==> config.mk <==
export PLATFORM = sky130hd
export DESIGN_NAME = sqrt_arbiter_flat
export DESIGN_NICKNAME = d
export VERILOG_FILES = /design/src/rtl/sqrt_arbiter_if.sv /design/src/rtl/sqrt_arbiter.sv /design/src/flat_wrapper.sv
export SDC_FILE = /design/constraint.sdc
export NUM_CORES = 1
export LEC_CHECK = 0
export BUFFER_PORTS_ARGS = -buffer_cell sky130_fd_sc_hd__buf_4
export CORE_MARGIN = 3
export CORE_UTILIZATION = 40
export CTS_CLUSTER_SIZE = 30
export DETAILED_ROUTE_END_ITERATION = 7
export PLACE_DENSITY = 0.81
export SLEW_MARGIN = 10
export SYNTH_ARGS = -nofsm -noshare
export SYNTH_HDL_FRONTEND = slang
export SYNTH_SLANG_ARGS = --single-unit
==> constraint.sdc <==
create_clock -name clk_in -period 1.41 [get_ports clk_in]
set_input_delay 0.2115 -clock clk_in [delete_from_list [all_inputs] [get_ports clk_in]]
set_output_delay 0.2115 -clock clk_in [all_outputs]
set_load 0.1 [all_outputs]
==> src/rtl/sqrt_arbiter_if.sv <==
// Bundle of request, sqrt-unit and response signals shared by the arbiter and its clients.
// The slave modport is the arbiter's view; master is the client/sqrt-unit side.
interface sqrt_arbiter_if #(
   parameter int WIDTH   = 12,
   parameter int NUM_REQ = 4
);
   localparam int ID_W = $clog2(NUM_REQ);

   logic [NUM_REQ-1:0]       req_valid_in;
   logic [NUM_REQ*WIDTH-1:0] req_x_in;
   logic [NUM_REQ-1:0]       req_ready_out;
   logic [WIDTH-1:0]         sqrt_x_out;
   logic                     sqrt_valid_out;
   logic [WIDTH-1:0]         sqrt_result_in;
   logic                     sqrt_result_valid_in;
   logic                     resp_valid_out;
   logic [WIDTH-1:0]         resp_data_out;
   logic [ID_W-1:0]          resp_id_out;
   logic                     resp_err_out;
   logic                     busy_out;

   modport master (
      output req_valid_in, req_x_in, sqrt_result_in, sqrt_result_valid_in,
      input  req_ready_out, sqrt_x_out, sqrt_valid_out,
      input  resp_valid_out, resp_data_out, resp_id_out, resp_err_out, busy_out
   );

   modport slave (
      input  req_valid_in, req_x_in, sqrt_result_in, sqrt_result_valid_in,
      output req_ready_out, sqrt_x_out, sqrt_valid_out,
      output resp_valid_out, resp_data_out, resp_id_out, resp_err_out, busy_out
   );
endinterface

==> src/rtl/sqrt_arbiter.sv <==
// Round-robin arbiter sharing one iterative sqrt unit among NUM_REQ requesters, one op in flight.
// Optional WAIT watchdog enabled by defining SQRT_ARB_TIMEOUT_EN.
//
// state | meaning
// IDLE  | arbitrate; accept winner, latch operand and id
// ISSUE | one-cycle start pulse to the sqrt unit
// WAIT  | hold operand until the result pulse (or watchdog expiry)
// RESP  | one-cycle response pulse tagged with requester id
module sqrt_arbiter #(
   parameter int WIDTH          = 12,
   parameter int NUM_REQ        = 4,
   parameter int TIMEOUT_CYCLES = 256
) (
   input logic           clk_in,
   input logic           rst_in,
   sqrt_arbiter_if.slave bus
);
   localparam int ID_W = $clog2(NUM_REQ);

   typedef enum logic [1:0] {IDLE, ISSUE, WAIT, RESP} state_t;

   state_t          state_q, state_d;
   logic [ID_W-1:0] rr_ptr_q, id_q, resp_id_q;
   logic [ID_W-1:0] grant_idx;
   logic            grant_found;
   logic            accept;
   logic            finish;
   logic            timeout_hit;
   logic [WIDTH-1:0] x_q, data_q;

   // First requester after rr_ptr, wrapping modulo NUM_REQ.
   always_comb begin : rr_search
      logic [ID_W-1:0] cand;
      cand        = '0;
      grant_found = 1'b0;
      grant_idx   = '0;
      for (int i = 1; i <= NUM_REQ; i++) begin
         cand = ID_W'((int'(rr_ptr_q) + i) % NUM_REQ);
         if (!grant_found && bus.req_valid_in[cand]) begin
            grant_found = 1'b1;
            grant_idx   = cand;
         end
      end
   end

   // Gated by reset so a requester never sees an accept that the reset discards.
   assign accept = (state_q == IDLE) && grant_found && !rst_in;
   assign finish = (state_q == WAIT) && (bus.sqrt_result_valid_in || timeout_hit);

`ifdef SQRT_ARB_TIMEOUT_EN
   localparam int TW = $clog2(TIMEOUT_CYCLES + 1);
   logic [TW-1:0] timer_q;
   logic          err_q;

   always_ff @(posedge clk_in) begin
      if (rst_in || state_q != WAIT) timer_q <= '0;
      else                           timer_q <= timer_q + 1'b1;
   end

   assign timeout_hit = (state_q == WAIT) && (timer_q == TW'(TIMEOUT_CYCLES - 1));

   // A real result on the limit cycle wins over the timeout.
   always_ff @(posedge clk_in) begin
      if (rst_in)      err_q <= 1'b0;
      else if (finish) err_q <= !bus.sqrt_result_valid_in;
   end

   assign bus.resp_err_out = err_q;
`else
   logic unused_timeout;
   assign unused_timeout   = ^TIMEOUT_CYCLES;
   assign timeout_hit      = 1'b0;
   assign bus.resp_err_out = 1'b0;
`endif

   always_ff @(posedge clk_in) begin
      if (rst_in) state_q <= IDLE;
      else        state_q <= state_d;
   end

   always_comb begin
      state_d = state_q;
      case (state_q)
         IDLE:    if (grant_found) state_d = ISSUE;
         ISSUE:   state_d = WAIT;
         WAIT:    if (bus.sqrt_result_valid_in || timeout_hit) state_d = RESP;
         RESP:    state_d = IDLE;
         default: state_d = IDLE;
      endcase
   end

   always_ff @(posedge clk_in) begin
      if (rst_in) begin
         rr_ptr_q  <= ID_W'(NUM_REQ - 1);
         id_q      <= '0;
         x_q       <= '0;
         data_q    <= '0;
         resp_id_q <= '0;
      end else begin
         if (accept) begin
            rr_ptr_q <= grant_idx;
            id_q     <= grant_idx;
            x_q      <= bus.req_x_in[grant_idx*WIDTH +: WIDTH];
         end
         if (finish) begin
            data_q    <= bus.sqrt_result_valid_in ? bus.sqrt_result_in : '0;
            resp_id_q <= id_q;
         end
      end
   end

   assign bus.req_ready_out  = accept ? (NUM_REQ'(1) << grant_idx) : '0;
   assign bus.sqrt_valid_out = (state_q == ISSUE);
   assign bus.sqrt_x_out     = x_q;
   assign bus.resp_valid_out = (state_q == RESP);
   assign bus.resp_data_out  = data_q;
   assign bus.resp_id_out    = resp_id_q;
   assign bus.busy_out       = (state_q != IDLE);
endmodule

==> src/flat_wrapper.sv <==
// flat-port wrapper written by rule: the top's interface ports become plain ports
module sqrt_arbiter_flat 
#(
   parameter int WIDTH          = 12,
   parameter int NUM_REQ        = 4,
   parameter int TIMEOUT_CYCLES = 256
)
  (clk_in, rst_in, bus_req_valid_in, bus_req_x_in, bus_sqrt_result_in, bus_sqrt_result_valid_in, bus_req_ready_out, bus_sqrt_x_out, bus_sqrt_valid_out, bus_resp_valid_out, bus_resp_data_out, bus_resp_id_out, bus_resp_err_out, bus_busy_out);
  sqrt_arbiter_if #(.WIDTH(WIDTH), .NUM_REQ(NUM_REQ)) bus_i ();
  input logic clk_in;
  input logic rst_in;
  input wire logic [$bits(bus_i.req_valid_in)-1:0] bus_req_valid_in;
  input wire logic [$bits(bus_i.req_x_in)-1:0] bus_req_x_in;
  input wire logic [$bits(bus_i.sqrt_result_in)-1:0] bus_sqrt_result_in;
  input wire logic [$bits(bus_i.sqrt_result_valid_in)-1:0] bus_sqrt_result_valid_in;
  output wire logic [$bits(bus_i.req_ready_out)-1:0] bus_req_ready_out;
  output wire logic [$bits(bus_i.sqrt_x_out)-1:0] bus_sqrt_x_out;
  output wire logic [$bits(bus_i.sqrt_valid_out)-1:0] bus_sqrt_valid_out;
  output wire logic [$bits(bus_i.resp_valid_out)-1:0] bus_resp_valid_out;
  output wire logic [$bits(bus_i.resp_data_out)-1:0] bus_resp_data_out;
  output wire logic [$bits(bus_i.resp_id_out)-1:0] bus_resp_id_out;
  output wire logic [$bits(bus_i.resp_err_out)-1:0] bus_resp_err_out;
  output wire logic [$bits(bus_i.busy_out)-1:0] bus_busy_out;
  assign bus_i.req_valid_in = bus_req_valid_in;
  assign bus_i.req_x_in = bus_req_x_in;
  assign bus_i.sqrt_result_in = bus_sqrt_result_in;
  assign bus_i.sqrt_result_valid_in = bus_sqrt_result_valid_in;
  assign bus_req_ready_out = bus_i.req_ready_out;
  assign bus_sqrt_x_out = bus_i.sqrt_x_out;
  assign bus_sqrt_valid_out = bus_i.sqrt_valid_out;
  assign bus_resp_valid_out = bus_i.resp_valid_out;
  assign bus_resp_data_out = bus_i.resp_data_out;
  assign bus_resp_id_out = bus_i.resp_id_out;
  assign bus_resp_err_out = bus_i.resp_err_out;
  assign bus_busy_out = bus_i.busy_out;
  sqrt_arbiter #(.WIDTH(WIDTH), .NUM_REQ(NUM_REQ), .TIMEOUT_CYCLES(TIMEOUT_CYCLES)) u_core (.clk_in(clk_in), .rst_in(rst_in), .bus(bus_i));
endmodule
==> flow_summary.yaml <==
logic_synthesis:
  avgSynthCellArea_um2: 8.49
  ys_types: 44
  ys_ff_latch: 32
  syn_inst: 220
  yosysWarnings: 0
  synth_edf_count: 0
  synthesis.area_mm2: 0.00187
  post-synth-top-area-cell: "dfxtp_1"
  async_reset_ff_frac: 0
  syn-num-nets: 292
  synth_seq_area_share: 0.343
  synth_area_leaders: "dfxtp_1 34%, nand2_1 9.6%, mux2i_1 6.4%, a21oi_1 4.8%, o211ai_2 4.7%"
  yosysTopAreaCellShare: 0.343
  synth_ff_type: "dfxtp_1"
timing:
  grt_setup_unrepaired: "true"
  setup_slack_ps: -469
  finClkSkew_ps: 4.71
  min_period_over_period: 1.33
  hold_viol: 0
  drv_slew: 0
  hold_slack_ps: 171
  setup_viol: 18
  fmax_mhz: 532
  finalCriticalPeriod_ps: 1880
  tns_ps: -3660
clock_network:
  cts_max_level: 2
  cts_buffer_depth: 2
  clock_sinks: 32
  clk_latency_ps: 290
  cts_tree: "done"
  cts-root-buf: "clkbuf_8"
  clk_pin_slew_ps: 70
  cts_made_buffers: 5
final_layout:
  final_nets: 419
  drive_gt1_frac: 0.557
  fin_area_mm2: 0.00326
  diodes: 0
  fin_cells: 400
  mostFrequentLayoutCells: "119 x buf_4, 47 x nand2_1, 28 x dfxtp_1, 18 x a21oi_1, 10 x buf_12"
  syn_to_final_growth_pct: 74.3
  final_common_cell: "buf_4"
global_route:
  grt_overflow: 0
  grt_start_max_net_pins: 22
  grt_pass1_wl_um: 8890
  antenna_found_initial: 0
  grt_pass1_vias: 1995
  grt_usage: 0.209
routing:
  post_drt_wl_per_cell_um: 14.3
  drc: 0
  vias_per_cell: 5.09
  wl_um: 5710
  vias: 2035
  drt-initial-drc-count: 51
  drt_pass1_iterations: 4
  drtAntennaViolNets: 0
flow_run:
  drv_cap: 0
critical_path:
  path_buf_inv: 4
  critical_path_class: "reg -> out"
  cp_cell_sequence: "inv_2, ha_4, clkinvlp_4, nor3_4, buf_4, o21ai_4, nor2_4, buf_12"
  arrival_ps: 1670
  critPathMaxFanout: 3
  cp_top_family: "buffers and inverters"
  crit_path_start_kind: "register"
  critPathRequiredTime_ps: 1200
  cpMaxStageDelayCell: "dfxtp_2"
  worstSetupEndpointType: "primary output"
  slowest_delay_ps: 320
floorplanning:
  die_h_um: 74.3
  core_mm2: 0.00444
  start_util: 0.420
  io_pins: 101
  die_area_mm2: 0.00553
  rows: 24
  fp.dieW_um: 74.3
placement:
  dp_hpwl_um: 4390
  placed_area_mm2: 0.00294
  place_congestion: 0.861
  post-place-cells: 390
  port_buffers: 99
power:
  peakVddDrop_v: 0.00156
  power_leakage_nw: 1.48
  power_per_cell_area_mw_per_mm2: 2180
run_status:
  violations: "negative setup slack"
  status: "finished, violations left"
min_path:
  min_path_type: "in -> reg"
[final cells by class]
class,count,area [um2]
clock buffers,7,96.3
clock inverters,1,30.0
fillers,341,1190
inverters,6,26.3
multi-input cells,168,1240
flip-flops and latches,32,648
well taps,52,65.1
repair buffers,134,1150
[timing repair]
item,CTS,global route
gates cloned,0,0
hold buffers,0,0
endpoints found under the setup margin,21,39
gates resized for setup,28,18
pin swaps,5,2
buffers inserted,1,1
[flip-flops by register name, summed over array words and instances (netlist names)]
| register | cells |
|---|---|
| u_core.bus.sqrt_x_out | 12 |
| u_core.bus.resp_data_out | 12 |
| u_core.id_q | 2 |
| u_core.rr_ptr_q | 2 |
| u_core.state_q | 2 |
| u_core.bus.resp_id_out | 2 |
[cell families after synthesis]
group,share of synthesized area
adders and majority gates,0.0335
DFF,0.343
buffers and inverters,0.0650
other,0.00201
and+or+nand+nor,0.220
muxes,0.0717
AOI/OAI and AO/OA,0.265
[worst register-to-register path: stages, from the launching register on]
cell      delay [ps]
dfxtp_4          380
mux2i_2          240
o22ai_2          110
buf_6            140
nor2_4           120
buf_12           160
mux2i_2          230
o211ai_2          80
[cell usage after synthesis, types with 2 or more instances]
master / number
o21ai_0: 4
clkbuf_1: 4
nand2b_1: 3
ha_1: 5
o211ai_1: 5
o21ai_2: 9
dfxtp_1: 32
a22oi_1: 2
o211ai_2: 7
a21boi_0: 9
nor2_1: 9
buf_6: 2
buf_2: 3
a21o_1: 3
buf_4: 3
nand2_1: 48
nand3_1: 3
a21oi_1: 18
mux2i_1: 12
and3_1: 9
nor2_4: 2
inv_1: 6
[final timing paths]
| path | from | end | slack, ps | cells past startpoint |
|---|---|---|---|---|
| worst min-delay path | bus_sqrt_result_in[0] | u_core.bus.resp_data_out[0]$_SDFFE_PP0P_ | 170 | 3 |
| worst max register to register | u_core.rr_ptr_q[1]$_SDFFE_PP1P_ | u_core.bus.sqrt_x_out[1]$_SDFFE_PP0P_ | -160 | 7 |
| worst max-delay path | u_core.state_q[1]$_SDFFE_PP0P_ | bus_req_ready_out[1] | -470 | 8 |
| worst min register to register | u_core.id_q[1]$_SDFFE_PP0P_ | u_core.id_q[1]$_SDFFE_PP0P_ | 450 | 2 |
[per-layer routing]
layer,GRT usage,part of all wire,vias up
met2,0.367,0.50,88
met4,0.0613,0.0074,0
met1,0.236,0.39,927
met3,0.0811,0.10,7
li1,-,-,1013
met5,0,0,-
[power breakdown]
| part | switching, mW | internal [mW] |
|---|---|---|
| logic | 3.06 | 1.67 |
| clock network | 0.371 | 0.624 |
| registers | 0.167 | 1.18 |
| total | 3.60 | 3.48 |
[stage by stage]
stage          utilization  power (mW)  worst slack [ps]
2_1_floorplan            -        4.53              -900
3_3_place_gp         0.662        5.64              -282
3_5_place_dp         0.662        5.72              -330
4_1_cts              0.716        6.93              -436
5_1_grt              0.733        7.40              -563
6_report             0.733        7.09              -469
No activity file was read; power rests on OpenSTA's default activity.
